`config.mk`:
```
export PLATFORM = sky130hd
export DESIGN_NAME = service_scheduler
export DESIGN_NICKNAME = d
export VERILOG_FILES = /design/src/rtl/service_scheduler_pkg.sv /design/src/rtl/button_debouncer.sv /design/src/rtl/service_scheduler.sv
export SDC_FILE = /design/constraint.sdc
export NUM_CORES = 1
export LEC_CHECK = 0
export BUFFER_PORTS_ARGS = -buffer_cell sky130_fd_sc_hd__buf_2
export CORE_ASPECT_RATIO = 1.4
export CORE_MARGIN = 2
export CORE_UTILIZATION = 45
export CTS_CLUSTER_SIZE = 25
export DETAILED_ROUTE_END_ITERATION = 16
export HOLD_SLACK_MARGIN = 0.02
export PLACE_DENSITY = 0.69
export SYNTH_ARGS = -nofsm -noshare
export SYNTH_HDL_FRONTEND = slang
export SYNTH_HIERARCHICAL = 1
export SYNTH_SLANG_ARGS = --single-unit
```
`constraint.sdc`:
```
create_clock -name clk -period 4.2 [get_ports clk]
set_input_delay 1.26 -clock clk [delete_from_list [all_inputs] [get_ports clk]]
set_output_delay 1.26 -clock clk [all_outputs]
set_load 0.01 [all_outputs]
```
`src/rtl/service_scheduler_pkg.sv`:
```
// Shared definitions for the service scheduler: FSM encodings, default timing
// constants, the blank display word and the grant arbitration helper.
package service_scheduler_pkg;

  typedef enum logic [1:0] {
    SCH_IDLE    = 2'b00,
    SCH_GRANT   = 2'b01,
    SCH_RELEASE = 2'b10
  } sch_state_t;

  localparam int          DEF_DEB_CYCLES = 500000;
  localparam int          DEF_TICK_DIV   = 1000000;
  localparam logic [15:0] BCD_BLANK      = 16'h0000;
  localparam int          MAX_SVC        = 4;

  // Lowest-index request wins when several switches are on together.
  function automatic logic [1:0] lowest_set(input logic [MAX_SVC-1:0] req);
    logic [1:0] idx;
    idx = '0;
    for (int i = MAX_SVC - 1; i >= 0; i--) begin
      if (req[i]) idx = 2'(i);
    end
    return idx;
  endfunction

endpackage

```
`src/rtl/button_debouncer.sv`:
```
// Synchronizes a raw button, accepts a level change only after DEB_CYCLES
// consecutive stable samples, and emits a one-cycle pulse on each accepted press.
module button_debouncer
  import service_scheduler_pkg::*;
#(
  parameter int DEB_CYCLES = DEF_DEB_CYCLES
) (
  input  logic clk,
  input  logic reset,
  input  logic btn_raw,
  output logic btn_rise
);

  localparam int               CNT_W    = (DEB_CYCLES > 1) ? $clog2(DEB_CYCLES) : 1;
  localparam logic [CNT_W-1:0] CNT_LAST = CNT_W'(DEB_CYCLES - 1);

  logic             btn_p0;
  logic             btn_p1;
  logic             level;
  logic [CNT_W-1:0] cnt;

  always_ff @(posedge clk) begin
    if (reset) begin
      btn_p0   <= 1'b0;
      btn_p1   <= 1'b0;
      level    <= 1'b0;
      cnt      <= '0;
      btn_rise <= 1'b0;
    end else begin
      // stage p0 -> p1: two-flop synchronizer
      btn_p0   <= btn_raw;
      btn_p1   <= btn_p0;
      btn_rise <= 1'b0;
      // stage p1 -> level: stability counter
      if (btn_p1 == level) begin
        cnt <= '0;
      end else if (cnt == CNT_LAST) begin
        cnt      <= '0;
        level    <= ~level;
        btn_rise <= ~level;
      end else begin
        cnt <= cnt + 1'b1;
      end
    end
  end

endmodule

```
`src/rtl/service_scheduler.sv`:
```
// Grants the shared button, time-base and display to one service at a time,
// selected by its switch, without preemption.
module service_scheduler
  import service_scheduler_pkg::*;
#(
  parameter int NSVC       = 4,
  parameter int DEB_CYCLES = DEF_DEB_CYCLES,
  parameter int TICK_DIV   = DEF_TICK_DIV
) (
  input  logic               clk,
  input  logic               reset,
  input  logic [NSVC-1:0]    spdt,
  input  logic               push_m,
  input  logic [16*NSVC-1:0] disp_in,
  output logic [NSVC-1:0]    svc_en,
  output logic [NSVC-1:0]    push_pulse,
  output logic               tick,
  output logic [1:0]         active_id,
  output logic               busy,
  output logic [15:0]        disp_out
);

  localparam int                TCNT_W    = (TICK_DIV > 1) ? $clog2(TICK_DIV) : 1;
  localparam logic [TCNT_W-1:0] TICK_LAST = TCNT_W'(TICK_DIV - 1);

  logic [NSVC-1:0]    spdt_p0;
  logic [NSVC-1:0]    spdt_p1;
  logic [MAX_SVC-1:0] req;
  sch_state_t         state;
  sch_state_t         state_nxt;
  logic [1:0]         id_nxt;
  logic [TCNT_W-1:0]  tick_cnt;
  logic               btn_rise;
  logic               grant;
  logic [15:0]        disp_sel;

  button_debouncer #(
    .DEB_CYCLES (DEB_CYCLES)
  ) u_push_deb (
    .clk      (clk),
    .reset    (reset),
    .btn_raw  (push_m),
    .btn_rise (btn_rise)
  );

  assign req   = MAX_SVC'(spdt_p1);
  assign grant = (state == SCH_GRANT);
  assign busy  = grant;

  always_ff @(posedge clk) begin
    if (reset) begin
      spdt_p0   <= '0;
      spdt_p1   <= '0;
      state     <= SCH_IDLE;
      active_id <= '0;
    end else begin
      // stage p0 -> p1: switch synchronizer
      spdt_p0   <= spdt;
      spdt_p1   <= spdt_p0;
      state     <= state_nxt;
      active_id <= id_nxt;
    end
  end

  always_comb begin
    state_nxt = state;
    id_nxt    = active_id;
    case (state)
      SCH_IDLE: begin
        if (|req) begin
          state_nxt = SCH_GRANT;
          id_nxt    = lowest_set(req);
        end
      end
      SCH_GRANT: begin
        if (!req[active_id]) state_nxt = SCH_RELEASE;
      end
      SCH_RELEASE: state_nxt = SCH_IDLE;
      default:     state_nxt = SCH_IDLE;
    endcase
  end

  // The divider restarts on every grant so the first tick lands TICK_DIV
  // cycles after svc_en rises; tick is suppressed on the cycle the grant ends.
  always_ff @(posedge clk) begin
    if (reset) begin
      tick_cnt <= '0;
      tick     <= 1'b0;
    end else begin
      tick <= grant && (state_nxt == SCH_GRANT) && (tick_cnt == TICK_LAST);
      if (!grant) begin
        tick_cnt <= '0;
      end else if (tick_cnt == TICK_LAST) begin
        tick_cnt <= '0;
      end else begin
        tick_cnt <= tick_cnt + 1'b1;
      end
    end
  end

  always_comb begin
    disp_sel   = BCD_BLANK;
    svc_en     = '0;
    push_pulse = '0;
    for (int i = 0; i < NSVC; i++) begin
      if (active_id == 2'(i)) begin
        disp_sel      = disp_in[16*i +: 16];
        svc_en[i]     = grant;
        push_pulse[i] = grant && btn_rise;
      end
    end
  end

  always_ff @(posedge clk) begin
    if (reset) begin
      disp_out <= BCD_BLANK;
    end else begin
      disp_out <= grant ? disp_sel : BCD_BLANK;
    end
  end

endmodule
```
# Word level (Yosys, flattened, before mapping)
# Index checks and enable logic that the tools add are counted.
[totals]
register_bits = 72
input_bits = 71
out_inout_bits = 28
elab_cells = 60
[classes]
add_sub_neg = 2
order_cmp = 1
eq_ne = 8
muxes = 21
bitwise_logic = 4
reduce_logical = 12
[op_table]
columns = ["operator", "n"]
rows = [
  ["two-way mux 16 bit", 4],
  ["adder 20 x 1 -> 20 bit (second input constant)", 1],
  ["equality test 20 bit (second input constant)", 1],
  ["adder 19 x 1 -> 19 bit (second input constant)", 1],
  ["equality test 19 bit (second input constant)", 1],
  ["two-way mux 2 bit", 6],
  ["two-way mux 1 bit", 9],
  ["OR reduction 3 bit", 3],
  ["equality test 2 x 1 -> 1 bit (second input constant)", 3],
  ["equality test 2 bit (second input constant)", 2],
  ["logical NOT 2 bit", 2],
  ["inverter 1 bit", 4],
  ["one-hot mux 2 bit (2 select lines)", 1],
  ["AND reduction 2 bit", 2],
  ["OR reduction 4 bit", 1],
  ["logical AND 1 bit", 3],
  ["< comparator 2 x 3 -> 1 bit (second input constant)", 1],
  ["binary-select mux 1 bit (select 2 bit)", 1],
  ["OR reduction 2 bit", 1],
  ["equality test 1 bit", 1],
]

# Logic depth before layout (Yosys ltp)
[depth]
ltp_word = 7
depth_mapped = 6
mapped_depth_nobuf = 5

# Modules after synthesis
# The synthesis kept the hierarchy.
[modules_own_cells]
columns = ["module", "instances", "cells_each", "area_per_inst_um2", "seq_area_each_um2"]
rows = [
  ["service_scheduler", 1, 216, 2257.2, 980.9],
  ["button_debouncer", 1, 116, 1026.0, 460.4],
]

# Worst setup path after synthesis
# OpenSTA, ideal clock, no wires.
[synth_timing]
path_type = "register to output"
startpoint = "register active_id[1]"
endpoint = "output svc_en[2]"
t_arrival_ps = 1032
required_ps = 2940
path_slack_ps = 1908
stages_incl_launch_ff = 4
cell_sequence = "dfxtp_1 buf_1 inv_1 nor2_1"
[synth_via]
elab_chain_len = 2
[synth_rtl]
columns = ["element", "line_no", "rtl"]
rows = [
  ["from (decl)", "service_scheduler.sv:18", "output logic [1:0] active_id,"],
  ["from (signal assigned)", "service_scheduler.sv:61", "active_id <= id_nxt;"],
  ["equality test 2 bit", "service_scheduler.sv:106", "if (active_id == 2'(i)) begin"],
  ["two-way mux 1 bit", "service_scheduler.sv:106", ""],
  ["to (decl)", "service_scheduler.sv:15", "output logic [NSVC-1:0] svc_en,"],
]
# No other way between the ends.

# Worst setup path in the final report
[layout_timing]
startpoint = "register active_id[0]"
endpoint = "output active_id[0]"
# No word-level cell between the ends.

==> metrics.txt <==
outcome finished, final reports clean; IO buf count 98; Simple-Gate Fraction of Synth Area 28.66%; Post-Layout Cell Count around 530; clk buf depth 2; CP Launch Type flip-flop; leak pwr 1.512 nW; critical path fanouts, max 14; Die ar. 0.008005 mm²; crit share post-route roughly 64%; Psw 0.3050 mW; syn nets 405; Critical Path Sink active_id[0]; ys flop type dfxtp_1; Initial Util between 40% and 50%; final setup TNS 0 ns; initial antenna violation count 0; slew of the pin with the lowest slew margin between 0.7 and 0.8 ns; routed vias between 2000 and 3000; combinational power share 7.7%; site row count 36; post-CTS setup buffers 0; wire per inst between 10 and 15 µm; critical path data arrival time 1.43 ns; Async SR Flop Fraction 0%; area share of the largest cell type after synthesis 43.90%; post-synthesis xor/xnor area fraction 7.470%; largest family of logic cells by synthesized area simple AND/OR/NAND/NOR gates; Final setup viols 0; worst reg2reg path endpoint u_push_deb/cnt[4]$_SDFF_PP0_; count leader, synth dfxtp_1; cell taking the most area after synthesis dfxtp_1; Crit-path slowest cell dfxtp_1; Worst R2R Setup Slack between 2 and 2.5 ns; Area after DPL roughly 0.0038 mm²; largest net degree at the start of global routing 20; final wirelength just over 7000 µm; Seq pwr share between 40% and 50%; Worst VDD drop 0.2264 mV; fin. max-slew vios 0; RR Startpoint u_push_deb/cnt[0]$_SDFF_PP0_; Hold Vio Cnt, Final 0; Pint 1.108 mW; Final Skew 0.008182 ns; critical path startpoint active_id[0]$_SDFFE_PP0P_; post-cts sizing count 0; Worst-path clk slew 0.08 ns; #FFs+latches synth 72; Clock Root Buffer clkbuf_8; post-layout instance area about 0.004 mm²; Post-synth top cells dfxtp_1 (72), nor2_1 (48), xnor2_1 (22), and2_1 (18), nand2_1 (18); Die Span Y 105.1 µm; vias per cell 5.171; Min-Delay Path Class reg2reg; Cells after DPL slightly above 500; Die W 76.19 µm; Post-Synth Adder-Cell Area less than 1%; n_diodes 0; Switching Share 21.59%; Worst setup EP type primary output; Ys Warns 6; global-route wire length before repair 11880 µm; register area share after synthesis 43.90%; Max-Cap Viols 0; number of synthesized flops with an enable pin 0; critical path class reg2out; clk_lat worst skew 0.35 ns; critical-path cell list buf_4 > buf_2; Hold Buf Count CTS 0; r2r worst-path depth 4; H-tree depth 3; top cells by area, synth dfxtp_1 (44%), mux4_2 (12%), xnor2_1 (5.9%); Achievable Freq 371.5 MHz; PwrDens 347.0 mW/mm²; gpl congestion approximately 0.85; fraction of layout cells with a size suffix above 1 32.88%; io pins 99; RSZ-0062 raised after global routing false; Cell Area, Synth approximately 0.0033 mm²; count of cell types in the netlist 48; min cycle time layout between 2 and 3 ns; Post-DP HPWL 5303 µm; CP peak stage delay between 0.5 and 0.6 ns; DRT iter0 DRCs 86; antenna-violating nets left 0; CTS tree done; grt ovf 0; Inserted Clock Buffers 9; relative slew slack 49.12%; GRT Overall Usage around a fifth; area of the core about 0.007 mm²; Post-Syn Area per Cell 9.889 µm²; Nets 506; cell count after synthesis 332; Num Clock Sinks a little over 70; mux cell area share after synthesis between 10% and 20%; Clk pwr share 42.6%; drt first pass iters 4; vias in the first global route 2647; required time worst endpoint 2.94 ns; DRC Markers 0; P&R area growth vs syn 24.01%; Synth Area in Compound Gates 4.535%
-- per-layer routing --
metal	track usage [%]	routed length [µm]	part of all wire, %	vias to the layer above
li1	-	-	-	1381
met1	19.57	2832	40	1271
met2	33.61	3660	52	91
met3	5.786	427	6.0	13
met4	9.351	167	2.4	0
met5	0	0	0	-
-- flip-flops by register name (all words and copies together), names as in the netlist --
register             count
active_id                2
state                    2
u_push_deb/btn_p1        1
u_push_deb/level         1
u_push_deb/cnt          19
spdt_p0                  4
req                      4
tick                     1
disp_out                16
tick_cnt                20
u_push_deb/btn_p0        1
u_push_deb/btn_rise      1
-- worst min path at each step --
stage / start / endpoint / slack (ns) / depth (start not counted)
after floorplan: spdt_p0[0]$_SDFF_PP0_ / req[0]$_SDFF_PP0_ / 0.41 / 1
after global placement: spdt_p0[2]$_SDFF_PP0_ / req[2]$_SDFF_PP0_ / 0.42 / 1
after detailed placement: spdt_p0[2]$_SDFF_PP0_ / req[2]$_SDFF_PP0_ / 0.42 / 1
after CTS: spdt_p0[0]$_SDFF_PP0_ / req[0]$_SDFF_PP0_ / 0.44 / 1
after global routing: spdt_p0[1]$_SDFF_PP0_ / req[1]$_SDFF_PP0_ / 0.46 / 1
final: spdt_p0[0]$_SDFF_PP0_ / req[0]$_SDFF_PP0_ / 0.44 / 1
-- cells in the final DEF, fill, tap and decap left out, types with 3 or more instances in the layout --
master	count
buf_2	98
dfxtp_1	72
nor2_1	48
xnor2_1	22
nand2_1	18
and2_1	18
mux4_2	17
nand3_1	12
nor2b_1	11
nor3_1	10
a21oi_1	10
nor4_1	10
clkbuf_8	10
inv_1	9
nand4_1	8
o21ai_0	6
or3_1	6
xor2_1	6
and3_1	4
nand3_2	3
nand4b_1	3
buf_4	3
-- area by class of cell --
class                   instances  area (µm²)
flip-flops and latches         72        1441
clock inverters                 5       80.08
repair buffers                101       513.0
inverters                       9       33.78
multi-input cells             240        1743
fillers                       620        2955
clock buffers                  11       141.4
well taps                      95       118.9
-- logic make-up (layout without fill, tap and decap cells) --
group / Yosys count / count (layout)
xor+xnor: 28 / 28
compound gates: 23 / 23
buf+inv: 20 / 126
simple gates: 170 / 170
flops: 72 / 72
fa+ha+maj: 2 / 2
mux: 17 / 17
-- worst max-delay path: cells and delay by family (launching register included) --
family                 cells  cell delay [ns]
buffers and inverters      2             0.52
DFF                        1             0.55
-- power by group through the flow --
stage	Clock, mW	Sequential (mW)	Combinational, mW
final	0.602	0.702	0.109
after global routing	0.650	0.704	0.120
after CTS	0.620	0.702	0.110
after detailed placement	0	0.718	0.109
after global placement	0	0.718	0.107
after floorplan	0	0.720	0.0572
-- through the flow --
stage	hold slack, ns	setup slack [ns]	power, mW	utilization [%]
floorplan	0.4138	1.908	0.7767	-
global placement	0.4218	1.890	0.8247	54.79
detailed placement	0.4223	1.862	0.8273	54.79
CTS	0.4417	1.470	1.433	57.94
global route	0.4568	1.341	1.474	57.94
finish	0.4375	1.508	1.413	57.94
No activity file was read; power rests on OpenSTA's default activity.
